===== config.mk =====
export PLATFORM = sky130hd
export DESIGN_NAME = abro_stim_driver
export DESIGN_NICKNAME = d
export VERILOG_FILES = /design/src/rtl/abro_stim_driver.sv
export SDC_FILE = /design/constraint.sdc
export NUM_CORES = 1
export LEC_CHECK = 0
export BUFFER_PORTS_ARGS = -buffer_cell sky130_fd_sc_hd__buf_4
export CORE_MARGIN = 1.5
export CORE_UTILIZATION = 40
export DETAILED_ROUTE_END_ITERATION = 10
export PLACE_DENSITY_LB_ADDON = 0.25
export SLEW_MARGIN = 25
export SYNTH_ARGS = -nofsm -noshare
export SYNTH_HDL_FRONTEND = slang
export SYNTH_SLANG_ARGS = --single-unit
export TNS_END_PERCENT = 10

===== constraint.sdc =====
create_clock -name clk -period 6 [get_ports clk]
set_input_delay 0.6 -clock clk [delete_from_list [all_inputs] [get_ports clk]]
set_output_delay 0.6 -clock clk [all_outputs]
set_load 0.1 [all_outputs]

===== src/rtl/abro_stim_driver.sv =====
// rtl/abro_stim_driver.sv - A/B stimulus driver and O response checker for an ABRO state machine.
// Optional macro ABRO_DRV_STATS_EN adds pass_count/fail_count outputs.
module abro_stim_driver #(
  parameter int DW      = 8,
  parameter int LAT_W   = 8,
  parameter int TIMEOUT = 16
) (
  input  logic             clk,
  input  logic             reset,
  input  logic             cmd_valid,
  output logic             cmd_ready,
  input  logic [DW-1:0]    cmd_a_delay,
  input  logic [DW-1:0]    cmd_b_delay,
  output logic             A,
  output logic             B,
  input  logic             O,
  output logic             rsp_valid,
  input  logic             rsp_ready,
  output logic [1:0]       rsp_code,
  output logic [LAT_W-1:0] rsp_latency,
  output logic [2:0]       dbg_state
`ifdef ABRO_DRV_STATS_EN
  ,
  output logic [15:0]      pass_count,
  output logic [15:0]      fail_count
`endif
);

  typedef enum logic [2:0] {
    S_IDLE    = 3'd0,
    S_RUN     = 3'd1,
    S_WAIT_O  = 3'd2,
    S_RELEASE = 3'd3,
    S_RESP    = 3'd4
  } state_t;

  localparam logic [1:0]       CODE_PASS    = 2'd0;
  localparam logic [1:0]       CODE_TIMEOUT = 2'd1;
  localparam logic [1:0]       CODE_EARLY   = 2'd2;
  localparam logic [1:0]       CODE_STUCK   = 2'd3;
  localparam logic [LAT_W-1:0] TO_VAL       = LAT_W'(TIMEOUT);

  state_t           r_state;
  state_t           w_next;

  logic [DW-1:0]    r_a_dly;
  logic [DW-1:0]    r_b_dly;
  logic [DW-1:0]    r_cnt;
  logic [LAT_W-1:0] r_lat;
  logic [LAT_W-1:0] r_wcnt;
  logic             r_a;
  logic             r_b;
  logic             r_early;
  logic             r_timeout;
  logic             r_stuck;
  logic             r_rsp_valid;
  logic [1:0]       r_rsp_code;
  logic [LAT_W-1:0] r_rsp_latency;

  logic             w_a_nxt;
  logic             w_b_nxt;
  logic [LAT_W-1:0] w_lat_inc;
  logic [LAT_W-1:0] w_wcnt_inc;
  logic             w_wait_to;
  logic             w_rel_done;
  logic             w_rel_stuck;
  logic [1:0]       w_code;

  assign w_a_nxt     = r_a | (r_cnt == r_a_dly);
  assign w_b_nxt     = r_b | (r_cnt == r_b_dly);
  assign w_lat_inc   = r_lat + LAT_W'(1);
  assign w_wcnt_inc  = r_wcnt + LAT_W'(1);
  assign w_wait_to   = !O && (w_lat_inc == TO_VAL);
  // O must be seen low at least one edge after A/B were dropped
  assign w_rel_done  = !O && (r_wcnt != '0);
  assign w_rel_stuck = O && (w_wcnt_inc == TO_VAL);

  always_comb begin
    w_code = CODE_PASS;
    if (r_early)
      w_code = CODE_EARLY;
    else if (r_timeout)
      w_code = CODE_TIMEOUT;
    else if (r_stuck || w_rel_stuck)
      w_code = CODE_STUCK;
  end

  always_ff @(posedge clk or negedge reset) begin
    if (!reset)
      r_state <= S_IDLE;
    else
      r_state <= w_next;
  end

  always_comb begin
    w_next = r_state;
    case (r_state)
      S_IDLE:    if (cmd_valid) w_next = S_RUN;
      S_RUN:     if (w_a_nxt && w_b_nxt) w_next = S_WAIT_O;
      S_WAIT_O:  if (O || w_wait_to) w_next = S_RELEASE;
      S_RELEASE: if (w_rel_done || w_rel_stuck) w_next = S_RESP;
      S_RESP:    if (r_rsp_valid && rsp_ready) w_next = S_IDLE;
      default:   w_next = S_IDLE;
    endcase
  end

  always_ff @(posedge clk or negedge reset) begin
    if (!reset) begin
      r_a_dly       <= '0;
      r_b_dly       <= '0;
      r_cnt         <= '0;
      r_lat         <= '0;
      r_wcnt        <= '0;
      r_a           <= 1'b0;
      r_b           <= 1'b0;
      r_early       <= 1'b0;
      r_timeout     <= 1'b0;
      r_stuck       <= 1'b0;
      r_rsp_valid   <= 1'b0;
      r_rsp_code    <= '0;
      r_rsp_latency <= '0;
    end else begin
      case (r_state)
        S_IDLE: begin
          r_a <= 1'b0;
          r_b <= 1'b0;
          if (cmd_valid) begin
            r_a_dly   <= cmd_a_delay;
            r_b_dly   <= cmd_b_delay;
            r_cnt     <= '0;
            r_early   <= 1'b0;
            r_timeout <= 1'b0;
            r_stuck   <= 1'b0;
          end
        end
        S_RUN: begin
          r_a <= w_a_nxt;
          r_b <= w_b_nxt;
          if (r_cnt != '1)
            r_cnt <= r_cnt + DW'(1);
          if (O)
            r_early <= 1'b1;
          if (w_a_nxt && w_b_nxt)
            r_lat <= '0;
        end
        S_WAIT_O: begin
          if (O || w_wait_to) begin
            r_rsp_latency <= O ? w_lat_inc : TO_VAL;
            r_timeout     <= !O;
            r_a           <= 1'b0;
            r_b           <= 1'b0;
            r_wcnt        <= '0;
          end else begin
            r_lat <= w_lat_inc;
          end
        end
        S_RELEASE: begin
          if (w_rel_done || w_rel_stuck) begin
            r_stuck     <= w_rel_stuck;
            r_rsp_valid <= 1'b1;
            r_rsp_code  <= w_code;
          end else begin
            r_wcnt <= w_wcnt_inc;
          end
        end
        S_RESP: begin
          if (r_rsp_valid && rsp_ready)
            r_rsp_valid <= 1'b0;
        end
        default: begin
          r_a         <= 1'b0;
          r_b         <= 1'b0;
          r_rsp_valid <= 1'b0;
        end
      endcase
    end
  end

`ifdef ABRO_DRV_STATS_EN
  logic [15:0] r_pass_cnt;
  logic [15:0] r_fail_cnt;

  always_ff @(posedge clk or negedge reset) begin
    if (!reset) begin
      r_pass_cnt <= '0;
      r_fail_cnt <= '0;
    end else if (r_state == S_RESP && r_rsp_valid && rsp_ready) begin
      if (r_rsp_code == CODE_PASS) begin
        if (r_pass_cnt != 16'hFFFF)
          r_pass_cnt <= r_pass_cnt + 16'd1;
      end else begin
        if (r_fail_cnt != 16'hFFFF)
          r_fail_cnt <= r_fail_cnt + 16'd1;
      end
    end
  end

  assign pass_count = r_pass_cnt;
  assign fail_count = r_fail_cnt;
`endif

  assign cmd_ready   = (r_state == S_IDLE);
  assign A           = r_a;
  assign B           = r_b;
  assign rsp_valid   = r_rsp_valid;
  assign rsp_code    = r_rsp_code;
  assign rsp_latency = r_rsp_latency;
  assign dbg_state   = r_state;

endmodule


After elaboration in Yosys (flattened, before gate mapping)

Cells that the tools add are included.

Bits in registers: 59

Add/sub/neg operators: 3
Eq/ne operators: 18
Muxes and demuxes: 32
Bitwise operators: 4
Reduce and logical (&&, ||, !) cells: 30

Operator list:

| kind                  | number |
|---|---|
| $mux W8               | 7 |
| $pmux W8 S2           | 3 |
| $add A8 B1 Y8 const B | 3 |
| $reduce_and A3 Y1     | 7 |
| $ne A2 B2 Y1 const B  | 9 |
| $eq A8 B5 Y1 const B  | 2 |
| $eq A8 B8 Y1          | 2 |
| $mux W3               | 5 |
| $pmux W3 S5           | 1 |
| $reduce_bool A2 Y1    | 5 |
| $pmux W1 S3           | 3 |
| $ne A8 B8 Y1 const B  | 1 |
| $reduce_and A2 Y1     | 4 |
| $reduce_bool A8 Y1    | 1 |
| $mux W1               | 7 |
| $eq A3 B2 Y1 const B  | 2 |
| $mux W2               | 3 |
| $pmux W1 S2           | 3 |
| $logic_and A1 B1 Y1   | 5 |
| $reduce_and A5 Y1     | 1 |
| $eq A3 B1 Y1 const B  | 1 |
| $eq A3 B3 Y1 const B  | 1 |
| $logic_not A3 Y1      | 1 |
| $logic_or A1 B1 Y1    | 3 |
| other kinds (5)       | 7 |

Depth between registers and ports, before layout

Word-level depth: 7
Mapped depth: 9
Mapped depth without buffers: 8

Worst setup path after synthesis

No wires, ideal clock.

Path kind: reg2out
From: reg r_state[0] (netlist: dbg_state[0])
To: out cmd_ready
Data arrival time: 3.341 ns
Data required time: 5.400 ns
Path slack: 2.059 ns
Stages on the path, launching flop included: 4
Buffers on the path: 2
Cell sequence: dfrtp_1 -> clkbuf_1 -> buf_1 -> nor3_1

Cells in the longest elaborated chain, start to end: 1

Ends and longest elaborated chain:

| item                   | line | source |
|---|---|---|
| start, declared        | 43   | `state_t r_state;` |
| start signal, assigned | 92   | `r_state <= w_next;` |
| $logic_not A3 Y1       | 202  | `assign cmd_ready = (r_state == S_IDLE);` |
| end, declared          | 11   | `output logic cmd_ready,` |

Every way passes these cells.

Final worst setup path

From: reg r_state[0] (netlist: dbg_state[0])
To: reg r_lat[0]

Cells in the longest elaborated chain, start to end: 3
Elaborated cells between the ends (all ways): 7

Ends and longest elaborated chain:

| item                                                                | line | source |
|---|---|---|
| $eq A3 B2 Y1 or $eq A3 B1 Y1 (tied branches)                        | 123  | `case (r_state)` |
| $ne A2 B2 Y1 (no source line) or $reduce_bool A2 Y1 (tied branches) | --   |  |
| $reduce_and A3 Y1 (no source line)                                  | --   |  |
| end signal, assigned                                                | 154  | `r_lat <= w_lat_inc;` |
| end, declared                                                       | 49   | `logic [LAT_W-1:0] r_lat;` |

Several ways; a longest one is shown, not always the timed one.
A chain may end at the register's enable or synchronous reset.

==> results.yml <==
power_and_ir_drop:
  p_leak_nw: 1.65
  p_comb_frac: 0.377
  p_sw_frac: 0.411
  seqPwrFrac: 0.415
  power.internal_w: 0.000954
  p_per_area_nw_per_um2: 433
  p_clk_frac: 0.208
  p_sw_w: 0.000664
  irDropWorstVdd_mv: 0.291
synthesis:
  synth_edf_count: 0
  yosysWarnings: 0
  synth.distinct_cells: 59
  synth_compound_area_frac: 0.181
  synth-simple-area-share: 0.163
  synthMuxAreaShare: 0.0693
  synth_xor_area_frac: 0.0790
  synth_fp_nets: 344
  synth_top_family_by_area: "compound AO/OA/AOI/OAI gates"
  syn_inst: 318
  synth_seq_area_share: 0.459
  synthAdderAreaFrac: 0.0195
  synth-async-reset-ratio: 1.00
  ys.flop_type: "dfrtp_1"
  ys_ff_latch: 59
  avgSynthCellArea_sq_um: 10.1
  syn-cell-area_sq_um: 3220
clock_tree:
  cts_sinks: 59
  cts-root-buf: "clkbuf_8"
  clk_pin_slew_ns: 0.07
  cts_resized: 0
  clkLatencyLatePin_ns: 0.34
  clockBufferDepth: 2
  post-cts-setup-buffers: 0
  htree_levels: 3
  cts_tree: "done"
  numCtsBuffers: 9
  cts_hold_buf: 0
critical_path:
  crit_arrival_ns: 2.64
  required_ns: 6.23
  crit_fanout: 24
  crit_start: "dbg_state[0]$_DFFE_PN0P_"
  worst_setup_path_end_kind: "register"
  regToRegSetupSlack_ns: 3.59
  reg2reg_from: "dbg_state[0]$_DFFE_PN0P_"
  reg2reg_to: "r_lat[0]$_DFFE_PN0P_"
  rr_worst_depth: 5
  critical_path.max_stage_delay_ns: 0.90
  crit_type: "reg2reg"
  crit_path_start_kind: "register"
  path_cells: "nor2_1 -> nand2_1 -> o41ai_4 -> a211o_1 -> mux2_1"
  crit_slowest_cell: "dfrtp_1"
  critPathBufInv: 0
  critPathTopFamily: "flip-flops"
die:
  num_rows: 32
  coreArea_sq_um: 7770
  start_util: 0.414
  dieWidth_microns: 92.7
  die-height_microns: 92.7
  io_pins: 38
  die_area_sq_um: 8590
finish:
  mostFrequentLayoutCell: "dfrtp_1"
  final_cell_mix: "dfrtp_1 (59), buf_4 (37), xnor2_1 (27)"
  antenna_cells: 0
  area_growth_pct: 16.2
  drive_above_1_share: 0.218
  nets: 376
  fillers: 792
placement:
  place_hpwl_microns: 4980
  port_buffers: 37
  place_congestion: 0.849
drt:
  avgRoutedWirePerCell_microns: 15.6
  via_count: 2509
  drc_errors: 0
  vias_per_cell: 5.50
  first_iter_violations: 103
  drtAntennaViolNets: 0
  wirelength_microns: 7100
  drtPass1Iterations: 4
sta:
  fin_crit_sh: 0.401
  fin_hold_ws_ns: 0.322
  final-setup-viol-count: 0
  hold_viol_final: 0
  grt_setup_unrepaired: "no"
  relSlewSlack: 0.435
  setup_tns_ns: 0
  finClkSkew_ns: 0.00877
  slew_violations: 0
  layout_min_cycle_time_ns: 2.41
  worst_pin_slew_ns: 0.847
  clock.fmax_ghz: 0.415
min_path:
  hp-class: "in2async"
global_route:
  grt_usage: 0.183
  grt_pass1_wl_microns: 12200
  grt_pass1_vias: 2508
  grt_max_degree: 60
  grt-ovfl-total: 0
  antenna_found_initial: 0
flow_run:
  drv_cap: 0
run_status:
  status: "finished, final reports clean"
==> synth_stat cells (2+ instances only) <==
cell type / n / area [sq um]
dfrtp_1: 59 / 1480
nor2_1: 27 / 101
xnor2_1: 27 / 236
nand2_1: 26 / 97.6
mux2_2: 17 / 191
a21oi_1: 15 / 75.1
o21ai_0: 13 / 65.1
clkbuf_1: 11 / 41.3
nor3_1: 10 / 50.1
o2bb2ai_1: 8 / 70.1
and3_1: 7 / 43.8
a31oi_1: 6 / 37.5
inv_1: 6 / 22.5
nand3_1: 6 / 30.0
nand4_1: 6 / 37.5
ha_1: 5 / 62.6
and2_1: 4 / 25.0
nand2b_1: 4 / 25.0
o21bai_1: 4 / 30.0
a22o_1: 3 / 26.3
a311oi_1: 3 / 26.3
buf_2: 3 / 15.0
nand4b_1: 3 / 26.3
a211o_1: 2 / 17.5
a21o_1: 2 / 15.0
a32o_1: 2 / 20.0
a41oi_1: 2 / 17.5
and4_1: 2 / 17.5
mux2i_1: 2 / 20.0
o31ai_1: 2 / 15.0
or3_1: 2 / 12.5
xor2_1: 2 / 17.5
==> power by group through the flow <==
stage	combinational, W	sequential [W]	clock (W)
6_report	0.000610	0.000672	0.000336
5_1_grt	0.000664	0.000693	0.000365
4_1_cts	0.000616	0.000670	0.000346
3_5_place_dp	0.000615	0.000675	0
3_3_place_gp	0.000602	0.000673	0
2_1_floorplan	0.000406	0.000739	0
==> routing by layer <==
layer / track usage / vias up / routed length (microns)
met5: 0 / - / 0
met2: 0.280 / 56 / 3250
li1: - / 1219 / -
met4: 0.0758 / 0 / 127
met1: 0.243 / 1220 / 3420
met3: 0.0534 / 14 / 299
==> worst register-to-register path, delay by kind of cell (launching register included) <==
| family | cells | cell delay, ns |
|---|---|---|
| compound gates | 2 | 0.50 |
| mux | 1 | 0.30 |
| flops | 1 | 0.90 |
| simple gates | 2 | 0.61 |
==> kinds of logic (layout without fill, tap and decap cells) <==
logic type      after synthesis  in the layout
compound gates               78             78
simple gates                105            105
xor+xnor                     29             29
buf+inv                      22             58
flops                        59             59
fa+ha+maj                     5              5
mux                          20             20
==> final cells by class <==
| class | instances | area [sq um] | share of cell area |
|---|---|---|---|
| timing repair buffer | 37 | 278 | 0.0743 |
| clock inverter | 2 | 10.0 | 0.00268 |
| inverter | 6 | 22.5 | 0.00603 |
| tap | 102 | 128 | 0.0342 |
| multi-input combinational | 237 | 1650 | 0.442 |
| sequential | 59 | 1480 | 0.395 |
| clock buffer | 13 | 169 | 0.0452 |
==> sequential cells by signal, indices dropped and copies added, names as in the netlist <==
register,count
r_lat,8
B,1
rsp_valid,1
r_cnt,8
A,1
rsp_code,2
dbg_state,3
r_a_dly,8
r_early,1
r_stuck,1
rsp_latency,8
r_timeout,1
r_b_dly,8
r_wcnt,8
==> through the flow <==
step                worst slack, ns   util  power, W  instances  area (sq um)
floorplan                      2.06      -   0.00115        318          3220
global route                   3.39  0.481   0.00172        456          3740
CTS                            3.59  0.480   0.00163        456          3730
finish                         3.59  0.481   0.00162        456          3740
global placement               3.63  0.457   0.00128        441          3550
detailed placement             3.59  0.457   0.00129        441          3550
==> worst max-delay path by stage <==
stage                     depth (start not counted)                     end  slack (ns)
final                                             5    r_lat[0]$_DFFE_PN0P_        3.59
after global routing                              6    r_lat[0]$_DFFE_PN0P_        3.39
after CTS                                         6    r_lat[0]$_DFFE_PN0P_        3.59
after detailed placement                          6    r_lat[0]$_DFFE_PN0P_        3.59
after global placement                            4  r_b_dly[2]$_DFFE_PN0P_        3.63
after floorplan                                   3               cmd_ready        2.06
No activity file was read; power rests on OpenSTA's default activity.
